<file path="src/rtl/mro_trng.sv">
// mro_trng: multi-ring-oscillator TRNG with warmup, decimating sampler and hold/handshake FSM.
// Optional MRO_VON_NEUMANN_EN enables Von Neumann debiasing of the raw bit stream.
//
// state   | meaning
// IDLE    | rings held in reset, all progress cleared
// WARMUP  | rings run WARMUP_CYC cycles before sampling, busy=1
// COLLECT | raw bit sampled every SAMPLE_DIV cycles into the shift register
// HOLD    | completed word presented with data_valid until data_ready
module mro_trng #(
    parameter int N_RO       = 32,
    parameter int RO_LEN     = 20,
    parameter int WARMUP_CYC = 256,
    parameter int SAMPLE_DIV = 4,
    parameter int OUT_W      = 32
) (
    input  logic             clk,
    input  logic             reset_n,
    input  logic             en,
    input  logic             data_ready,
    output logic [OUT_W-1:0] data_o,
    output logic             data_valid,
    output logic             busy,
    output logic [N_RO-1:0]  ro_clk_o
);

    localparam int WU_W  = (WARMUP_CYC > 1) ? $clog2(WARMUP_CYC) : 1;
    localparam int DIV_W = (SAMPLE_DIV > 1) ? $clog2(SAMPLE_DIV) : 1;
    localparam int BIT_W = $clog2(OUT_W);

    localparam logic [WU_W-1:0]  WU_LAST  = WU_W'(WARMUP_CYC - 1);
    localparam logic [DIV_W-1:0] DIV_LAST = DIV_W'(SAMPLE_DIV - 1);
    localparam logic [BIT_W-1:0] BIT_LAST = BIT_W'(OUT_W - 1);

    typedef enum logic [1:0] {IDLE, WARMUP, COLLECT, HOLD} state_t;

    state_t state, state_nxt;

    logic [WU_W-1:0]  wu_cnt;
    logic [DIV_W-1:0] div_cnt;
    logic [BIT_W-1:0] bit_cnt;
    logic [OUT_W-1:0] shreg;
    logic [N_RO-1:0]  sync1, sync2;
    logic             ring_rst;
    logic             clear_all, clear_cnt, load_word, release_word;
    logic             raw, tick, accept, bit_in;

    (* keep = "true" *) logic [N_RO-1:0] ring_out;

    assign ring_rst = !reset_n || (state == IDLE);

    // Each ring is a clocked RO_LEN-stage inverting loop model with a per-ring start
    // phase; the physical oscillator macro is bound in its place at implementation.
    for (genvar g = 0; g < N_RO; g++) begin : g_ring
        localparam logic [RO_LEN-2:0] SEED = (RO_LEN - 1)'(g * 37 + 5);
        logic [RO_LEN-1:0] stages;
        always_ff @(posedge clk) begin
            if (ring_rst) stages <= {1'b0, SEED};
            else          stages <= {stages[RO_LEN-2:0], ~stages[RO_LEN-1]};
        end
        assign ring_out[g] = stages[RO_LEN-1];
    end

    assign ro_clk_o = ring_out;

    always_ff @(posedge clk) begin
        if (!reset_n) begin
            sync1 <= '0;
            sync2 <= '0;
        end else begin
            sync1 <= ro_clk_o;
            sync2 <= sync1;
        end
    end

    assign raw  = ^sync2;
    assign tick = (state == COLLECT) && (div_cnt == DIV_LAST);

`ifdef MRO_VON_NEUMANN_EN
    logic vn_have, vn_first;
    assign accept = tick && vn_have && (vn_first != raw);
    assign bit_in = vn_first;

    always_ff @(posedge clk) begin
        if (!reset_n || clear_all || clear_cnt) begin
            vn_have  <= 1'b0;
            vn_first <= 1'b0;
        end else if (tick) begin
            vn_have <= ~vn_have;
            if (!vn_have) vn_first <= raw;
        end
    end
`else
    assign accept = tick;
    assign bit_in = raw;
`endif

    always_ff @(posedge clk) begin
        if (!reset_n) state <= IDLE;
        else          state <= state_nxt;
    end

    always_comb begin
        state_nxt    = state;
        clear_all    = 1'b0;
        clear_cnt    = 1'b0;
        load_word    = 1'b0;
        release_word = 1'b0;
        case (state)
            IDLE:    if (en) state_nxt = WARMUP;
            WARMUP:  if (wu_cnt == WU_LAST) begin
                         state_nxt = COLLECT;
                         clear_cnt = 1'b1;
                     end
            COLLECT: if (accept && (bit_cnt == BIT_LAST)) begin
                         state_nxt = HOLD;
                         load_word = 1'b1;
                     end
            HOLD:    if (data_ready) begin
                         state_nxt    = COLLECT;
                         release_word = 1'b1;
                         clear_cnt    = 1'b1;
                     end
            default: state_nxt = IDLE;
        endcase
        // Dropping en overrides everything, including a same-cycle handshake.
        if (!en) begin
            state_nxt    = IDLE;
            clear_all    = 1'b1;
            clear_cnt    = 1'b0;
            load_word    = 1'b0;
            release_word = 1'b0;
        end
    end

    always_ff @(posedge clk) begin
        if (!reset_n || clear_all) begin
            wu_cnt     <= '0;
            div_cnt    <= '0;
            bit_cnt    <= '0;
            shreg      <= '0;
            data_o     <= '0;
            data_valid <= 1'b0;
        end else begin
            if (clear_cnt) begin
                wu_cnt  <= '0;
                div_cnt <= '0;
                bit_cnt <= '0;
            end else begin
                if (state == WARMUP)  wu_cnt  <= wu_cnt + WU_W'(1);
                if (state == COLLECT) div_cnt <= tick ? '0 : div_cnt + DIV_W'(1);
                if (accept)           bit_cnt <= (bit_cnt == BIT_LAST) ? '0 : bit_cnt + BIT_W'(1);
            end
            if (accept) shreg <= {shreg[OUT_W-2:0], bit_in};
            if (load_word) begin
                data_o     <= {shreg[OUT_W-2:0], bit_in};
                data_valid <= 1'b1;
            end else if (release_word) begin
                data_valid <= 1'b0;
            end
        end
    end

    assign busy = (state == WARMUP);

endmodule

</file>
<file path="config.mk">
export PLATFORM = sky130hd
export DESIGN_NAME = mro_trng
export DESIGN_NICKNAME = d
export VERILOG_FILES = /design/src/rtl/mro_trng.sv
export SDC_FILE = /design/constraint.sdc
export NUM_CORES = 1
export LEC_CHECK = 0
export ABC_CLOCK_PERIOD_IN_PS = 2400
export BUFFER_PORTS_ARGS = -buffer_cell sky130_fd_sc_hd__buf_2
export CAP_MARGIN = 25
export CORE_ASPECT_RATIO = 1.2
export CORE_MARGIN = 4
export CORE_UTILIZATION = 27
export DETAILED_ROUTE_END_ITERATION = 12
export PLACE_DENSITY = 0.39
export SYNTH_ARGS = -nofsm -noshare
export SYNTH_HDL_FRONTEND = slang
export SYNTH_SLANG_ARGS = --single-unit
</file>
<file path="constraint.sdc">
create_clock -name clk -period 2.4 [get_ports clk]
set_input_delay 0.48 -clock clk [delete_from_list [all_inputs] [get_ports clk]]
set_output_delay 0.48 -clock clk [all_outputs]
set_load 0.01 [all_outputs]
</file>
---- After elaboration in Yosys (flattened, before gate mapping) ----
Cells that the tools add are included.
operators by class
  add/sub/neg operators ................... 3
  equal/unequal tests ..................... 9
  muxes and demuxes ....................... 18
  bitwise gates (word level) .............. 32
  reductions and logical operators ........ 11
operators with widths
  operator               count
  $not A1 Y1             32
  $reduce_xor A32 Y1     1
  $mux W1                11
  $add A8 B1 Y8 const B  1
  $eq A8 B8 Y1 const B   1
  $mux W2                4
  $pmux W2 S4            1
  $eq A2 B2 Y1 const B   3
  $add A5 B1 Y5 const B  1
  $eq A5 B5 Y1 const B   1
  $mux W5                1
  $ne A2 B1 Y1 const B   2
  $reduce_and A3 Y1      1
  $add A2 B1 Y2 const B  1
  $eq A2 B1 Y1 const B   1
  $logic_and A1 B1 Y1    2
  $logic_not A2 Y1       1
  $logic_or A1 B1 Y1     2
  $ne A2 B2 Y1 const B   1
  $pmux W1 S2            1
  $reduce_and A2 Y1      1
  $reduce_bool A2 Y1     1
  $reduce_or A2 Y1       1
  $logic_not A1 Y1       1
storage, ports and cells
  register bits after elaboration ......... 785
  bits of input ports ..................... 4
  output and inout bits ................... 66
  logic and storage cells ................. 114

---- Logic depth before layout (Yosys ltp) ----
Gate-level depths: netlist (run 1).
  depth in word-level cells ............... 7
  gate-level depth with buffers ........... 8
  mapped depth without buffers ............ 6

---- Worst setup path after synthesis (run 1) ----
Ideal clock, no wire load.
  path type ............................... register to register
  from .................................... register bit_cnt[0]
  to ...................................... register data_valid
  library setup time ...................... 0.128 ns
  arrival time ............................ 1.533 ns
  data required time ...................... 2.272 ns
  slack ................................... 0.740 ns
  stages on the path, launching flop included .. 9
  buffers on the path ..................... 2
  clock period less this slack ............ 1.660 ns
  cell sequence ........................... dfxtp_1 -> ha_1 -> and3_1 -> ha_1 -> and3_1 -> buf_2 -> buf_2 -> a21oi_1 -> nor2_1
between the ends
  word-level cells in the longest chain between the ends .. 6
  elaborated cells between the ends (all ways) .. 7
  those cells by class .................... eq/ne: 1; mux: 4; reduce/logical: 2
ends and longest elaborated chain
  element                                        line  source
  from (decl)                                    40    logic [BIT_W-1:0] bit_cnt;
  from (signal assigned)                         151   if (accept) bit_cnt <= (bit_cnt == BIT_LAST) ? '0 : bit_cnt + BIT_W'(1);
  $eq A5 B5 Y1 (*)                               114   COLLECT: if (accept && (bit_cnt == BIT_LAST)) begin
  $logic_and A1 B1 Y1 (*)                        114
  $mux W1 (*)                                    114
  $mux W1 (*)                                    108   case (state)
  $mux W1 (*)                                    126   if (!en) begin
  $mux W1 or $reduce_bool A2 Y1 (tied branches)  -
  to (signal assigned)                           142   data_valid <= 1'b0;
  to (signal assigned)                           156   data_valid <= 1'b1;
  to (signal assigned)                           158   data_valid <= 1'b0;
  to (decl)                                      21    output logic data_valid,
Mark *: on every way between the ends. The rest lies on a longest branch, timed or not.
A chain may end at the register's enable or synchronous reset.

---- Worst setup path after layout (run 1) ----
  from .................................... register state[0]
  to ...................................... output port busy
between the ends
  word-level cells in the longest chain between the ends .. 1
ends and longest elaborated chain
  element                 line  source
  from (decl)             36    state_t state, state_nxt;
  from (signal assigned)  99    else state <= state_nxt;
  $eq A2 B1 Y1            163   assign busy = (state == WARMUP);
  to (decl)               22    output logic busy,
Every way passes these cells.

==> results of run 1 <==
metrics by stage:
step	instances	worst slack (ns)	area (um2)	total power [mW]
floorplan	1914	0.740	22200	13.7
detailed placement	2912	0.455	23400	13.8
CTS	3057	0.00711	26100	26.6
finish	3057	0.230	26100	26.0
global placement	2912	0.501	23400	13.8
global route	3057	0.0972	26100	27.1
tightest hold or removal path, cell delays in order:
cell and delay, ns:
buf_2 0.10, nand2_2 0.05, nor2b_1 0.05, and2_1 0.13
sequential cells by signal (all words and copies together) (netlist names):
signal / cells
wu_cnt: 8
shreg: 31
data_valid: 1
data_o: 32
state: 2
sync1: 32
g_ring.stages: 640
bit_cnt: 5
div_cnt: 2
sync2: 32
area by class of cell:
class                           instances  area [um2]
Clock buffer                          118        2430
Clock inverter                         27         277
Fill cell                            8180       54900
Tap cell                             1044        1310
Sequential cell                       785       15700
Timing Repair Buffer                   87         568
Multi-Input combinational cell        996        5840
synth_stat cells:
cell type | count | area share [%]
nor2_1 | 35 | 0.59
a21oi_1 | 68 | 1.5
o21ai_0 | 2 | 0.045
nand2_1 | 146 | 2.5
nand3_1 | 6 | 0.14
ha_1 | 4 | 0.23
and2_1 | 535 | 15
nor4b_1 | 1 | 0.039
xor2_1 | 8 | 0.32
mux2i_1 | 3 | 0.14
a31oi_1 | 1 | 0.028
nor3_1 | 1 | 0.023
nand2_2 | 2 | 0.056
buf_1 | 1 | 0.017
clkbuf_1 | 80 | 1.4
o21a_1 | 1 | 0.034
nor2b_1 | 3 | 0.085
buf_4 | 36 | 1.2
and3_1 | 3 | 0.085
nand4_1 | 2 | 0.056
o21ai_1 | 2 | 0.045
a211oi_1 | 2 | 0.068
nand2b_1 | 140 | 3.9
buf_2 | 16 | 0.36
or4_1 | 1 | 0.034
xnor2_1 | 30 | 1.2
dfxtp_1 | 785 | 71
worst paths after layout:
check,from,endpoint,slack (ns),depth (start not counted)
worst max-delay path,state[0],busy,0.23,2
worst max register to register,bit_cnt[0],data_o[25],0.47,6
worst min register to register,g_ring[8].stages[4],g_ring[8].stages[5],0.40,1
worst min-delay path,en,wu_cnt[6],0.27,4
cells in the final DEF (no fill, tap or decap), drive strengths merged:
master / netlist / layout
nor2b: 3 / 3
nand4: 2 / 2
a21oi: 68 / 68
o21ai: 4 / 4
o21a: 1 / 1
nand2: 148 / 148
clkinvlp: 0 / 2
nor3: 1 / 1
nor4b: 1 / 1
or4: 1 / 1
nor2: 35 / 35
ha: 4 / 4
bufinv: 0 / 5
a211oi: 2 / 2
dfxtp: 785 / 785
xor2: 8 / 8
buf: 53 / 87
a31oi: 1 / 1
and3: 3 / 3
nand2b: 140 / 140
mux2i: 3 / 3
clkinv: 0 / 18
and2: 535 / 535
clkbuf: 80 / 118
inv: 0 / 2
nand3: 6 / 6
xnor2: 30 / 30
power by group through the flow:
stage	logic (mW)	registers, mW	clock network (mW)
2_1_floorplan	0.202	13.5	0
3_3_place_gp	0.274	13.5	0
3_5_place_dp	0.281	13.5	0
4_1_cts	0.282	13.2	13.1
5_1_grt	0.312	13.2	13.6
6_report	0.267	13.2	12.5
timing repair:
item,4_1_cts,5_1_grt
setup endpoints to repair,0,1
hold buffers,0,0
gates resized for setup,0,1
layer usage:
layer | vias up | share of wire [%] | track usage (%)
met5 | - | 0 | 0
met4 | 0 | 3.1 | 3.63
met3 | 71 | 5.5 | 2.65
met2 | 165 | 42 | 11.9
met1 | 5337 | 49 | 10.5
li1 | 5891 | - | -
logic make-up after synthesis:
family / synth area share, %
and+or+nand+nor: 22.6
DFF: 70.8
adders and majority gates: 0.226
xor gates and xnor gates: 1.50
muxes: 0.135
AOI/OAI and AO/OA: 1.75
buffers and inverters: 2.95
==> impl_metrics.py, run 1 <==
metrics = {
    "status": {
        "outcome": "finished, final reports clean",
    },
    "yosys": {
        "synth.distinct_cells": 27,
        "netlist_area_mm2": 0.0222,
        "netlist_instances": 1914,
        "yosysWarnings": 0,
        "ys_ff_latch": 785,
        "ys_seq_area_share_pct": 70.8,
        "avgSynthCellArea_um2": 11.6,
        "syn-num-nets": 1922,
    },
    "clock_tree": {
        "cts_setup_buffers": 0,
        "cts_buffers": 82,
        "cts.sink_count": 785,
        "clockRootBuffer": "clkbuf_16",
        "cts_buffer_depth": 3,
        "clock_latency_ns": 0.60,
        "htree_levels": 3,
        "cts_tree": "built",
        "clkTransAtPathRegs_ns": 0.06,
    },
    "pwr": {
        "p_int_mw": 20.8,
        "clkPwrFrac_pct": 48.2,
        "pwr-share-seq_pct": 50.8,
        "pwr-share-comb_pct": 1.0,
        "ir_drop_mv": 0.500,
        "power.switching_mw": 5.16,
        "powerDensity_mw_per_mm2": 994,
        "leakagePower_nw": 10.3,
        "swShare_pct": 19.8,
    },
    "floorplanning": {
        "die_area_mm2": 0.0868,
        "start_util_pct": 27.4,
        "rows": 114,
        "chipHeight_um": 322,
        "die_w_um": 270,
        "ios": 70,
        "core_mm2": 0.0810,
    },
    "sta": {
        "fin_skew_ns": 0.0157,
        "whs_ns": 0.267,
        "finalSetupViolCount": 0,
        "period_share_pct": 90.4,
        "tightest_slew_ns": 0.806,
        "rsz0062_at_grt": "false",
        "slew_violations": 0,
        "timing.setup.tns_ns": 0,
        "relSlewSlack_pct": 46.1,
        "hold_viol_final": 0,
        "fmax_ghz": 0.461,
        "layout_min_cycle_time_ns": 2.17,
    },
    "worst_setup_path": {
        "path_max_fanout": 7,
        "crit_slowest_cell": "dfxtp_1",
        "end_kind": "primary output",
        "crit_buf_inv": 1,
        "cp.required_ns": 1.92,
        "path_delay_family": "flip-flops",
        "arrival_ns": 1.69,
        "path_cells": "nor2b_2 -> buf_2",
        "slowest_delay_ns": 0.47,
        "crit_path_start_kind": "flop",
        "path_class": "flop to primary output",
    },
    "finish": {
        "drive_gt1_share_pct": 11.1,
        "finalCoreUtilization_pct": 32.3,
        "n_antenna_cell": 0,
        "area_growth_pct": 17.8,
        "nNetsFinal": 1960,
    },
    "detailed_routing": {
        "vias": 11464,
        "viasPerCell": 3.75,
        "wirelength_um": 34000,
        "wl_per_cell_um": 11.1,
        "drc": 0,
        "firstDrtPassIters": 4,
        "drt-initial-drc-count": 644,
        "ant_nets": 0,
    },
    "global_route": {
        "grt_pass1_wl_um": 57500,
        "grt_pass1_vias": 11128,
        "grt_use_total_pct": 7.97,
        "grt_max_degree": 131,
        "antenna_found_initial": 0,
        "grt_overflow": 0,
    },
    "job": {
        "max_cap_viol_count": 0,
    },
    "placement": {
        "place.gp.congestion": 0.644,
        "portBuffers": 69,
        "dp_hpwl_um": 17800,
    },
    "worst_hold_path": {
        "hp-class": "input pin to flop",
    },
}
(Power assumes the default switching activity.)
==> run 2, diff against run 1 <==
ABC_AREA = 1   (was not set)
==> run 2 against run 1 <==
Compared with the run above:
- wire length increased by 5.9%
- fmax about the same
- sequential power about the same
- first-iteration DRC count decreased by 25%
- clock power about the same
- via count increased by 22%
- non-clock buffer count increased by 11
- core utilization decreased by 0.28 points
==> impl_metrics.py, run 2 <==
metrics = {
    "floorplanning": {
        "chipHeight_um": 332,
        "die_area_mm2": 0.0922,
        "die_w_um": 278,
        "ios": 70,
        "core_mm2": 0.0865,
        "rows": 118,
        "start_util_pct": 27.3,
    },
    "clock_tree": {
        "cts_setup_buffers": 0,
        "clock_latency_ns": 0.62,
        "cts_buffers": 82,
        "cts.sink_count": 785,
        "htree_levels": 3,
        "cts_resized": 0,
        "clockRootBuffer": "clkbuf_16",
        "clkTransAtPathRegs_ns": 0.06,
        "ctsHoldBuffers": 0,
        "cts_tree": "built",
        "cts_buffer_depth": 3,
    },
    "finish": {
        "seq_area_mm2": 0.0157,
        "layout_commonest_cell": "dfxtp_1",
        "multi_input_area_mm2": 0.00492,
        "largest_reg_flops": 640,
        "layout_common_cells": "785 x dfxtp_1, 605 x inv_1, 524 x nor2_1",
        "top_register": "g_ring.stages",
        "nNetsFinal": 2669,
        "area_growth_pct": 17.3,
        "n_antenna_cell": 0,
        "drive_gt1_share_pct": 14.2,
        "fillCellCount": 9018,
    },
    "pwr": {
        "powerDensity_mw_per_mm2": 938,
        "leakagePower_nw": 11.7,
        "total_power_mw": 26.0,
        "ir_drop_mv": 0.466,
    },
    "sta": {
        "timing.setup.tns_ns": 0,
        "period_share_pct": 90.5,
        "fin_skew_ns": 0.0242,
        "setup_ws_ns": 0.228,
        "rsz0062_at_grt": "false",
        "tightest_slew_ns": 0.767,
        "slew_violations": 0,
        "hold_viol_final": 0,
        "layout_min_cycle_time_ns": 2.17,
        "whs_ns": 0.244,
        "finalSetupViolCount": 0,
        "relSlewSlack_pct": 48.7,
        "fmax_ghz": 0.460,
    },
    "worst_setup_path": {
        "path_class": "flop to primary output",
        "crit_path_start_kind": "flop",
        "path_max_fanout": 10,
        "cp.required_ns": 1.92,
        "end_kind": "primary output",
        "arrival_ns": 1.69,
    },
    "placement": {
        "portBuffers": 69,
        "place.gp.congestion": 0.675,
        "dp_hpwl_um": 21100,
        "pre_cts_slack_ns": 0.474,
    },
    "global_route": {
        "grt_pass1_vias": 13441,
        "met1_usage_pct": 9.91,
        "grt_pass1_wl_um": 62700,
        "antenna_found_initial": 0,
        "grt_use_met2_pct": 13.2,
        "top_usage_layer": "met2",
        "grt_overflow": 0,
        "grt_use_total_pct": 8.06,
        "grt_max_degree": 109,
        "met3_usage_pct": 2.19,
    },
    "yosys": {
        "ys_ff_latch": 785,
        "netlist_top_cells_count": "785 x dfxtp_1, 605 x inv_1, 524 x nor2_1",
        "yosysWarnings": 0,
        "avgSynthCellArea_um2": 9.05,
        "synth.most_common_cell": "dfxtp_1",
        "synth_flop_cell": "dfxtp_1",
        "ys_seq_area_share_pct": 66.6,
        "syn-num-nets": 2616,
        "synth.distinct_cells": 31,
        "yosysTopAreaCellShare_pct": 66.6,
        "netlist_area_mm2": 0.0236,
        "synth_top_area_cell": "dfxtp_1",
        "netlist_instances": 2608,
        "synthArstFlopShare_pct": 0,
        "synth.area.top_cells": "dfxtp_1 67%, inv_1 9.6%, nor2_1 8.3%",
        "synth_edf_count": 0,
    },
    "detailed_routing": {
        "vias": 13953,
        "wl_per_cell_um": 9.33,
        "ant_nets": 0,
        "viasPerCell": 3.62,
        "drc": 0,
        "firstDrtPassIters": 6,
        "drt-initial-drc-count": 482,
        "wirelength_um": 36000,
    },
    "status": {
        "outcome": "finished, final reports clean",
    },
    "worst_hold_path": {
        "hp-class": "input pin to flop",
    },
    "job": {
        "max_cap_viol_count": 0,
    },
}
-- run 2: cell types whose count changed in the layout (fill, tap and decap cells not counted), moves of 39 or more --
cell / change
and2_1: -535
nor2_1: +489
or2_2: +140
nand2_1: +123
inv_1: +605
nand2b_1: -140
o21ai_0: +39
-- run 2: logic make-up (layout without fill, tap and decap cells) --
| kind of cell | after synthesis | in the layout | synth area share, % |
|---|---|---|---|
| buffers and inverters | 736 | 846 | 12.6 |
| DFF | 785 | 785 | 66.6 |
| and+or+nand+nor | 955 | 955 | 17.0 |
| xor gates and xnor gates | 12 | 12 | 0.445 |
| adders and majority gates | 4 | 4 | 0.212 |
| AOI/OAI and AO/OA | 116 | 116 | 3.14 |
-- run 2: path summary, 6_finish.rpt --
| check | start | depth (start not counted) | endpoint | slack [ns] |
|---|---|---|---|---|
| worst max-delay path | state[0] | 3 | busy | 0.23 |
| worst max register to register | state[1] | 4 | g_ring[8].stages[5] | 0.50 |
| worst min-delay path | en | 3 | bit_cnt[0] | 0.24 |
| worst min register to register | g_ring[18].stages[4] | 2 | g_ring[18].stages[5] | 0.39 |
-- run 2: cell type report --
cell class,instances,area share [%]
sequential,785,56.8
multi-input combinational,1087,17.8
clock buffer,127,8.84
inverter,607,8.24
tap,1140,5.16
timing repair buffer,98,2.50
clock inverter,14,0.683
-- run 2: layer usage --
metal | vias up | part of all wire (%)
li1 | 7471 | -
met1 | 6253 | 48
met2 | 165 | 44
met3 | 64 | 4.9
met4 | 0 | 2.8
met5 | - | 0
-- run 2: metrics by stage --
step	area (um2)	instances	util (%)
3_3_place_gp	25000	3717	28.9
3_5_place_dp	25000	3717	28.9
2_1_floorplan	23600	2608	-
6_report	27700	3858	32.0
4_1_cts	27700	3858	32.0
5_1_grt	27700	3858	32.0
-- run 2: critical path: stages, from the launching register on --
cell and delay (ns):
dfxtp_1 0.50, inv_1 0.13, nor2_4 0.24, buf_2 0.22
-- run 2: power breakdown --
part	leakage (nW)	switching [mW]	internal (mW)
Sequential	6.36	0.0459	13.2
Clock	1.29	4.92	7.33
Combinational	4.03	0.287	0.154
